$ cat src/rtl/subleq_sequencer.sv
// rtl/subleq_sequencer.sv - SUBLEQ micro-step sequencer (optional single-step via SEQ_STEP_EN)
module subleq_sequencer #(
    parameter int                   DATAWIDTH = 16,
    parameter logic [DATAWIDTH-1:0] HALT_ADDR = {DATAWIDTH{1'b1}}
) (
    input  logic                 clk,
    input  logic                 rst_n,
    input  logic [DATAWIDTH-1:0] data_in,
    output logic [DATAWIDTH-1:0] data_out,
    output logic                 data_oe,
    output logic [1:0]           reg_wr_sel,
    output logic [1:0]           reg_rd_sel,
    output logic                 mem_rd,
    output logic                 mem_wr,
    output logic                 halted,
    input  logic                 step
);

    localparam logic [1:0] SEL_NONE = 2'd0;
    localparam logic [1:0] SEL_PC   = 2'd1;
    localparam logic [1:0] SEL_A    = 2'd2;
    localparam logic [1:0] SEL_B    = 2'd3;

    // EXEC gives the freshly latched B operand a cycle before the write data is
    // registered; EXEC/WREC also hold the B address stable around the write strobe.
    typedef enum logic [4:0] {
        S_INIT, S_FA_ADDR, S_FA_DATA, S_INC1, S_FB_ADDR, S_FB_DATA, S_INC2,
        S_FC_ADDR, S_FC_DATA, S_OA_ADDR, S_OA_DATA, S_OB_ADDR, S_OB_DATA,
        S_EXEC, S_WRITE, S_WREC, S_BRANCH, S_HALT
    } state_t;

    state_t               state;
    state_t               next_state;
    logic                 armed;
    logic [DATAWIDTH-1:0] pc_shadow;
    logic [DATAWIDTH-1:0] c_lat;
    logic [DATAWIDTH-1:0] op_a;
    logic [DATAWIDTH-1:0] op_b;

    logic [DATAWIDTH-1:0] result;
    logic [DATAWIDTH-1:0] pc_inc;
    logic [DATAWIDTH-1:0] next_pc;
    logic                 taken;

    logic [DATAWIDTH-1:0] data_out_d;
    logic                 data_oe_d;
    logic [1:0]           reg_wr_sel_d;
    logic [1:0]           reg_rd_sel_d;
    logic                 mem_rd_d;
    logic                 mem_wr_d;
    logic                 halted_d;

    assign result  = op_b - op_a;
    assign pc_inc  = pc_shadow + 1'b1;
    assign taken   = result[DATAWIDTH-1] | (result == '0);
    assign next_pc = taken ? c_lat : pc_inc;

`ifndef SEQ_STEP_EN
    logic unused_step;
    assign unused_step = step;
`endif

    // State register; armed keeps INIT for the first edge so its outputs get presented
    always_ff @(posedge clk or negedge rst_n) begin
        if (!rst_n) begin
            state <= S_INIT;
            armed <= 1'b0;
        end else begin
            state <= next_state;
            armed <= 1'b1;
        end
    end

    // Next-state: linear micro-step walk, halt on taken branch to HALT_ADDR
    always_comb begin
        next_state = state;
        unique case (state)
            S_INIT:    next_state = armed ? S_FA_ADDR : S_INIT;
`ifdef SEQ_STEP_EN
            S_FA_ADDR: next_state = step ? S_FA_DATA : S_FA_ADDR;
`else
            S_FA_ADDR: next_state = S_FA_DATA;
`endif
            S_FA_DATA: next_state = S_INC1;
            S_INC1:    next_state = S_FB_ADDR;
            S_FB_ADDR: next_state = S_FB_DATA;
            S_FB_DATA: next_state = S_INC2;
            S_INC2:    next_state = S_FC_ADDR;
            S_FC_ADDR: next_state = S_FC_DATA;
            S_FC_DATA: next_state = S_OA_ADDR;
            S_OA_ADDR: next_state = S_OA_DATA;
            S_OA_DATA: next_state = S_OB_ADDR;
            S_OB_ADDR: next_state = S_OB_DATA;
            S_OB_DATA: next_state = S_EXEC;
            S_EXEC:    next_state = S_WRITE;
            S_WRITE:   next_state = S_WREC;
            S_WREC:    next_state = S_BRANCH;
            S_BRANCH:  next_state = (taken && (c_lat == HALT_ADDR)) ? S_HALT : S_FA_ADDR;
            S_HALT:    next_state = S_HALT;
            default:   next_state = S_INIT;
        endcase
    end

    // Output decode of the state being entered, so registered outputs match the state
    always_comb begin
        data_out_d   = '0;
        data_oe_d    = 1'b0;
        reg_wr_sel_d = SEL_NONE;
        reg_rd_sel_d = SEL_NONE;
        mem_rd_d     = 1'b0;
        mem_wr_d     = 1'b0;
        halted_d     = 1'b0;
        unique case (next_state)
            S_INIT: begin
                data_oe_d    = 1'b1;
                reg_wr_sel_d = SEL_PC;
            end
            S_FA_ADDR, S_FB_ADDR, S_FC_ADDR: reg_rd_sel_d = SEL_PC;
            S_FA_DATA: begin
                reg_rd_sel_d = SEL_PC;
                mem_rd_d     = 1'b1;
                reg_wr_sel_d = SEL_A;
            end
            S_FB_DATA: begin
                reg_rd_sel_d = SEL_PC;
                mem_rd_d     = 1'b1;
                reg_wr_sel_d = SEL_B;
            end
            S_FC_DATA: begin
                reg_rd_sel_d = SEL_PC;
                mem_rd_d     = 1'b1;
            end
            S_INC1, S_INC2: begin
                data_out_d   = pc_inc;
                data_oe_d    = 1'b1;
                reg_wr_sel_d = SEL_PC;
            end
            S_OA_ADDR: reg_rd_sel_d = SEL_A;
            S_OA_DATA: begin
                reg_rd_sel_d = SEL_A;
                mem_rd_d     = 1'b1;
            end
            S_OB_ADDR, S_EXEC, S_WREC: reg_rd_sel_d = SEL_B;
            S_OB_DATA: begin
                reg_rd_sel_d = SEL_B;
                mem_rd_d     = 1'b1;
            end
            S_WRITE: begin
                reg_rd_sel_d = SEL_B;
                data_out_d   = result;
                data_oe_d    = 1'b1;
                mem_wr_d     = 1'b1;
            end
            S_BRANCH: begin
                data_out_d   = next_pc;
                data_oe_d    = 1'b1;
                reg_wr_sel_d = SEL_PC;
            end
            S_HALT:  halted_d = 1'b1;
            default: halted_d = 1'b0;
        endcase
    end

    // Output registers give the falling-edge register card a half cycle of setup
    always_ff @(posedge clk or negedge rst_n) begin
        if (!rst_n) begin
            data_out   <= '0;
            data_oe    <= 1'b0;
            reg_wr_sel <= SEL_NONE;
            reg_rd_sel <= SEL_NONE;
            mem_rd     <= 1'b0;
            mem_wr     <= 1'b0;
            halted     <= 1'b0;
        end else begin
            data_out   <= data_out_d;
            data_oe    <= data_oe_d;
            reg_wr_sel <= reg_wr_sel_d;
            reg_rd_sel <= reg_rd_sel_d;
            mem_rd     <= mem_rd_d;
            mem_wr     <= mem_wr_d;
            halted     <= halted_d;
        end
    end

    // Datapath latches update as each micro-step completes
    always_ff @(posedge clk or negedge rst_n) begin
        if (!rst_n) begin
            pc_shadow <= '0;
            c_lat     <= '0;
            op_a      <= '0;
            op_b      <= '0;
        end else begin
            unique case (state)
                S_INC1, S_INC2: pc_shadow <= pc_inc;
                S_FC_DATA:      c_lat     <= data_in;
                S_OA_DATA:      op_a      <= data_in;
                S_OB_DATA:      op_b      <= data_in;
                S_BRANCH:       pc_shadow <= next_pc;
                default:        pc_shadow <= pc_shadow;
            endcase
        end
    end

endmodule
$ cat config.mk
export PLATFORM = sky130hd
export DESIGN_NAME = subleq_sequencer
export DESIGN_NICKNAME = d
export VERILOG_FILES = /design/src/rtl/subleq_sequencer.sv
export SDC_FILE = /design/constraint.sdc
export NUM_CORES = 1
export LEC_CHECK = 0
export ABC_CLOCK_PERIOD_IN_PS = 4600
export CORE_ASPECT_RATIO = 0.7
export CORE_MARGIN = 2
export CORE_UTILIZATION = 59
export CTS_CLUSTER_DIAMETER = 120
export CTS_CLUSTER_SIZE = 10
export DETAILED_ROUTE_END_ITERATION = 6
export GPL_TIMING_DRIVEN = 0
export PLACE_DENSITY = 0.9
export SLEW_MARGIN = 0
export SYNTH_ARGS = -nofsm -noshare
export SYNTH_HDL_FRONTEND = slang
export SYNTH_SLANG_ARGS = --single-unit
$ cat constraint.sdc
create_clock -name clk -period 4.6 [get_ports clk]
set_input_delay 1.15 -clock clk [delete_from_list [all_inputs] [get_ports clk]]
set_output_delay 1.15 -clock clk [all_outputs]
set_load 0.01 [all_outputs]
After elaboration in Yosys (flattened, before gate mapping)
Index checks and enable logic that the tools add are counted.
Widths: inputs -> output; s select.
- $add $sub $neg: 2
- equal/unequal tests: 35
- muxes and demuxes: 12
- bitwise gates (word level): 1
- reduce and logical (&&, ||, !) cells: 13
- operators with widths (operator ; count):
    $pmux 5 s18 ; 1
    $eq 5x4->1 const B ; 16
    $pmux 16 s3 ; 1
    $eq 5x3->1 const B ; 8
    $pmux 16 s2 ; 1
    $eq 5x2->1 const B ; 4
    $eq 5x5->1 const B ; 4
    $add 16x1->16 const B ; 1
    $eq 16x16->1 const B ; 1
    $logic_not 16->1 ; 1
    $mux 16 ; 1
    $sub 16x16->16 ; 1
    $reduce_or 5->1 ; 3
    $pmux 2 s3 ; 2
    $eq 5x1->1 const B ; 2
    $logic_not 5->1 ; 2
    $reduce_or 2->1 ; 3
    $reduce_or 6->1 ; 1
    $mux 1 ; 5
    $mux 5 ; 1
    $reduce_or 4->1 ; 1
    $reduce_bool 2->1 ; 1
    $logic_and 1x1->1 ; 1
    $or 1x1->1 ; 1
- register bits after elaboration: 94
- input port bits: 19
- output and inout port bits: 24
- word-level logic and storage cells: 76

Longest topological paths before layout
- word-level depth: 9
- mapped depth: 14
- depth with buffers taken out: 12

Least setup slack after synthesis
OpenSTA, ideal clock, no wires.
- path type: reg-to-reg
- start point: reg op_a[0]
- end point: reg pc_shadow[7]
- setup time: 0.141 ns
- arrival: 3.165 ns
- required time: 4.459 ns
- path slack: 1.294 ns
- stages on the path, launching flop included: 13
- buffers on the path: 1
- clock period less this slack: 3.306 ns
- cells stage by stage: dfrtp_1 -> ha_1 -> fa_1 -> nor2b_4 -> o2111ai_1 -> a211oi_2 -> nor2_1 -> a311o_1 -> or4_1 -> buf_4 -> nand2b_4 -> a31oi_4 -> o221ai_1
- longest elaborated chain between the ends: 5
- ends and longest elaborated chain (what ; line ; text):
    start: declaration ; 37 ; logic [DATAWIDTH-1:0] op_a;
    start signal: assignment ; 196 ; S_OA_DATA: op_a <= data_in;
    $sub 16x16->16 * ; 53 ; assign result = op_b - op_a;
    $logic_not 16->1 ; 55 ; assign taken = result[DATAWIDTH-1] | (result == '0);
    $or 1x1->1 * ; 55 ;
    $mux 16 * ; 56 ; assign next_pc = taken ? c_lat : pc_inc;
    $pmux 16 s2 * ; 193 ; unique case (state)
    end signal: assignment ; 194 ; S_INC1, S_INC2: pc_shadow <= pc_inc;
    end signal: assignment ; 198 ; S_BRANCH: pc_shadow <= next_pc;
    end signal: assignment ; 199 ; default: pc_shadow <= pc_shadow;
    end: declaration ; 35 ; logic [DATAWIDTH-1:0] pc_shadow;
Every way passes the cells marked *; elsewhere a longest branch is shown, timed or not.
A chain may end at the register's enable or synchronous reset.

Final worst setup path
- start point: reg op_a[0]
- end point: reg data_out[12]
- longest elaborated chain between the ends: 9
- elaborated cells on any way between the ends: 13
- classes of those cells: add/sub: 1; eq/ne: 4; mux: 4; bitwise: 1; reduce/logical: 3
- ends and longest elaborated chain (what ; line ; text):
    $sub 16x16->16 * ; 53 ;
    $logic_not 16->1 ; 55 ;
    $or 1x1->1 ; 55 ;
    $logic_and 1x1->1 ; 98 ; S_BRANCH: next_state = (taken && (c_lat == HALT_ADDR)) ? S_HALT : S_FA_ADDR;
    $mux 5 ; 98 ;
    $pmux 5 s18 ; 77 ; unique case (state)
    $eq 5x2->1 or $eq 5x3->1 (tied branches) ; 113 ; unique case (next_state)
    $reduce_or 2->1 ; 113 ;
    $pmux 16 s3 * ; 113 ;
    named net data_out_d[12] ; 45 ; logic [DATAWIDTH-1:0] data_out_d;
    end signal: assignment ; 175 ; data_out <= data_out_d;
    end: declaration ; 9 ; output logic [DATAWIDTH-1:0] data_out,
Mark *: on every way through the listed nets, which the timed path passes. The rest lies on a longest branch.

==> flow_summary.yaml <==
yosys:
  ys.flop_type: "dfrtp_1"
  netlist_instances: 552
  post-synth-top-count-cell: "dfrtp_1"
  synthTopCellsByCount: "94 x dfrtp_1, 51 x mux2_2, 43 x nor2_1"
  synth_top_area_cell: "dfrtp_1"
  ys_warn_count: 0
  synth_top_cell_area_share_pct: 42.0
  ys_seq_area_share_pct: 42.0
  synth_edf_count: 0
  syn_area_sq_um: 5600
  syn_avg_cell_area_sq_um: 10.1
  synthArstFlopShare_pct: 100
  synth_cell_types: 77
  synth_area_leaders: "dfrtp_1 42%, mux2_2 10%, ha_1 3.6%"
  synth_seq_cells: 94
  synth_nets: 588
timing:
  setup_ws_ps: 558
  grt_setup_unrepaired: "false"
  min_period_ps: 4040
  fmax_mhz: 247
  finalMaxSlewViolations: 0
  worstMarginPinSlew_ps: 1030
  slew_headroom_pct: 31.0
  finalCritPeriodShare_pct: 87.9
  skew_ps: 6.92
  hold_viol_final: 0
  setup_viol: 0
clock_tree:
  clk_path_buf_depth: 2
  cts_setup_buffers: 0
  cts_root_buf: "clkbuf_16"
  ctsHoldBuffers: 0
  h-tree-depth: 3
  clkSlewWorstSetupHoldPaths_ps: 60
  clock_sinks: 94
  clk_latency_ps: 350
  cts_buffers: 9
  cts_tree: "built"
  post_cts_resize_count: 0
cells_and_area:
  fin_nets: 641
  syn_to_final_growth_pct: 16.0
  utilization_pct: 71.0
  n_antenna_cell: 0
  drive_above_1_share_pct: 14.6
power_and_ir_drop:
  report.power.total_uw: 5840
  ir_worst_vdd_mv: 0.422
  p_per_area_nw_per_um2: 899
  leakage_uw: 0.00276
placed_design:
  place_congestion: 0.958
  place_hpwl_microns: 10900
  portBuffers: 41
  dp_slack_ps: 693
floorplan:
  dieArea_sq_um: 10300
  fp.dieH_microns: 85.5
  pin_count: 43
  start_util_pct: 61.3
  core_area_sq_um: 9140
  die_width_microns: 120
  std_cell_rows: 29
route:
  drc: 0
  dr.pass1.iters: 5
  drtIter0Drc: 606
  wirelength_microns: 14800
  wl_per_cell_microns: 20.1
  ant_nets: 0
  wl_met1_microns: 6450
  viasPerCell: 6.54
  met2WireLength_microns: 6690
  vias: 4797
  met3WireLength_microns: 1390
  highest_layer: "met4"
setup_path:
  crit_family: "compound AO/OA/AOI/OAI gates"
  critPathRequiredTime_ps: 4790
  slowest_delay_ps: 540
  rr_startpoint: "op_a[0]"
  end_kind: "flip-flop"
  cp-start-kind: "flip-flop"
  startpoint: "op_a[0]"
  arrival_ps: 4230
  reg2reg_slack_ps: 560
  worstSetupPathType: "reg -> reg"
  crit_chain: "ha_1 > fa_1 > nor2b_4 > o2111ai_1 > a211oi_2 > nor2_1 > a311o_1 > or4_1 > buf_4 > nand2b_4 > a21boi_2 > o221ai_1"
  worst_path_max_delay_cell: "or4_1"
  cp_num_buf_inv: 1
  critPathMaxFanout: 7
grt:
  grt_max_degree: 53
  groute.usage.overall_pct: 30.0
  gr-total-overflow: 0
  grt_pass1_vias: 4613
  antenna_found_initial: 0
  grt_pass1_wl_microns: 23900
worst_hold_path:
  hp-start: "op_a[7]"
  min_path_type: "reg -> reg"
status:
  status: "finished clean"
job:
  maxCapViolCount: 0
==> cell usage in the layout (no fill, tap or decap), drive strengths merged, types with 13 or more instances in the layout <==
| cell | instances |
|---|---|
| a21oi | 21 |
| clkbuf | 30 |
| clkdlybuf4s50 | 40 |
| dfrtp | 94 |
| ha | 16 |
| inv | 23 |
| mux2 | 52 |
| nand2 | 28 |
| nand2b | 16 |
| nand3 | 21 |
| nor2 | 43 |
| nor3 | 13 |
| o21ai | 22 |
| xnor2 | 13 |
| xor2 | 15 |
==> logic make-up after synthesis <==
kind of cell	after synthesis	synth area share (%)
fa+ha+maj	17	3.93
compound gates	130	17.9
simple gates	170	16.1
other cells	1	0.0669
flops	94	42.0
xor+xnor	28	4.38
buf+inv	51	3.62
mux	61	12.1
==> through the flow <==
stage	TNS (ps)	cells	hold slack, ps	instance area, sq um
6_report	0	733	513	6500
5_1_grt	0	733	527	6500
4_1_cts	0	733	513	6500
3_5_place_dp	0	718	497	6190
3_3_place_gp	-87210	717	489	6170
2_1_floorplan	0	552	479	5600
==> registers in the layout (all words and copies together), names as in the netlist, 2 cells and up <==
name / cells
op_a: 16
c_lat: 16
reg_wr_sel: 2
op_b: 16
state: 5
data_out: 16
reg_rd_sel: 2
pc_shadow: 16
==> final timing paths <==
path | end | cells after the start
worst max-delay path | data_out[12] | 12
worst min-delay path | op_a[7] | 1
worst max register to register | data_out[12] | 12
worst min register to register | op_a[7] | 1
max in group asynchronous | pc_shadow[13] | 2
min in group asynchronous | pc_shadow[1] | 1
==> area by class of cell <==
class                      instances  area, sq um
buffer                            28          116
clock inverter                     5         75.1
tap                              124          155
clock buffer                      10          229
sequential                        94         2350
timing repair buffer              42          435
multi-input combinational        407         3050
inverter                          23         86.3
fill                             690         2650
==> where the power goes <==
group	leakage [uW]	switching, uW	internal (uW)
Combinational	0.00144	2100	1470
Clock	0.000152	309	470
Sequential	0.00117	300	1200
Total	0.00276	2700	3140
==> per-layer routing <==
layer,vias to the layer above,GRT usage (%)
met5,-,0
met4,0,6.87
met3,29,7.65
met2,251,46.6
met1,2373,43.0
li1,2144,-
No activity file was read; power rests on OpenSTA's default activity.
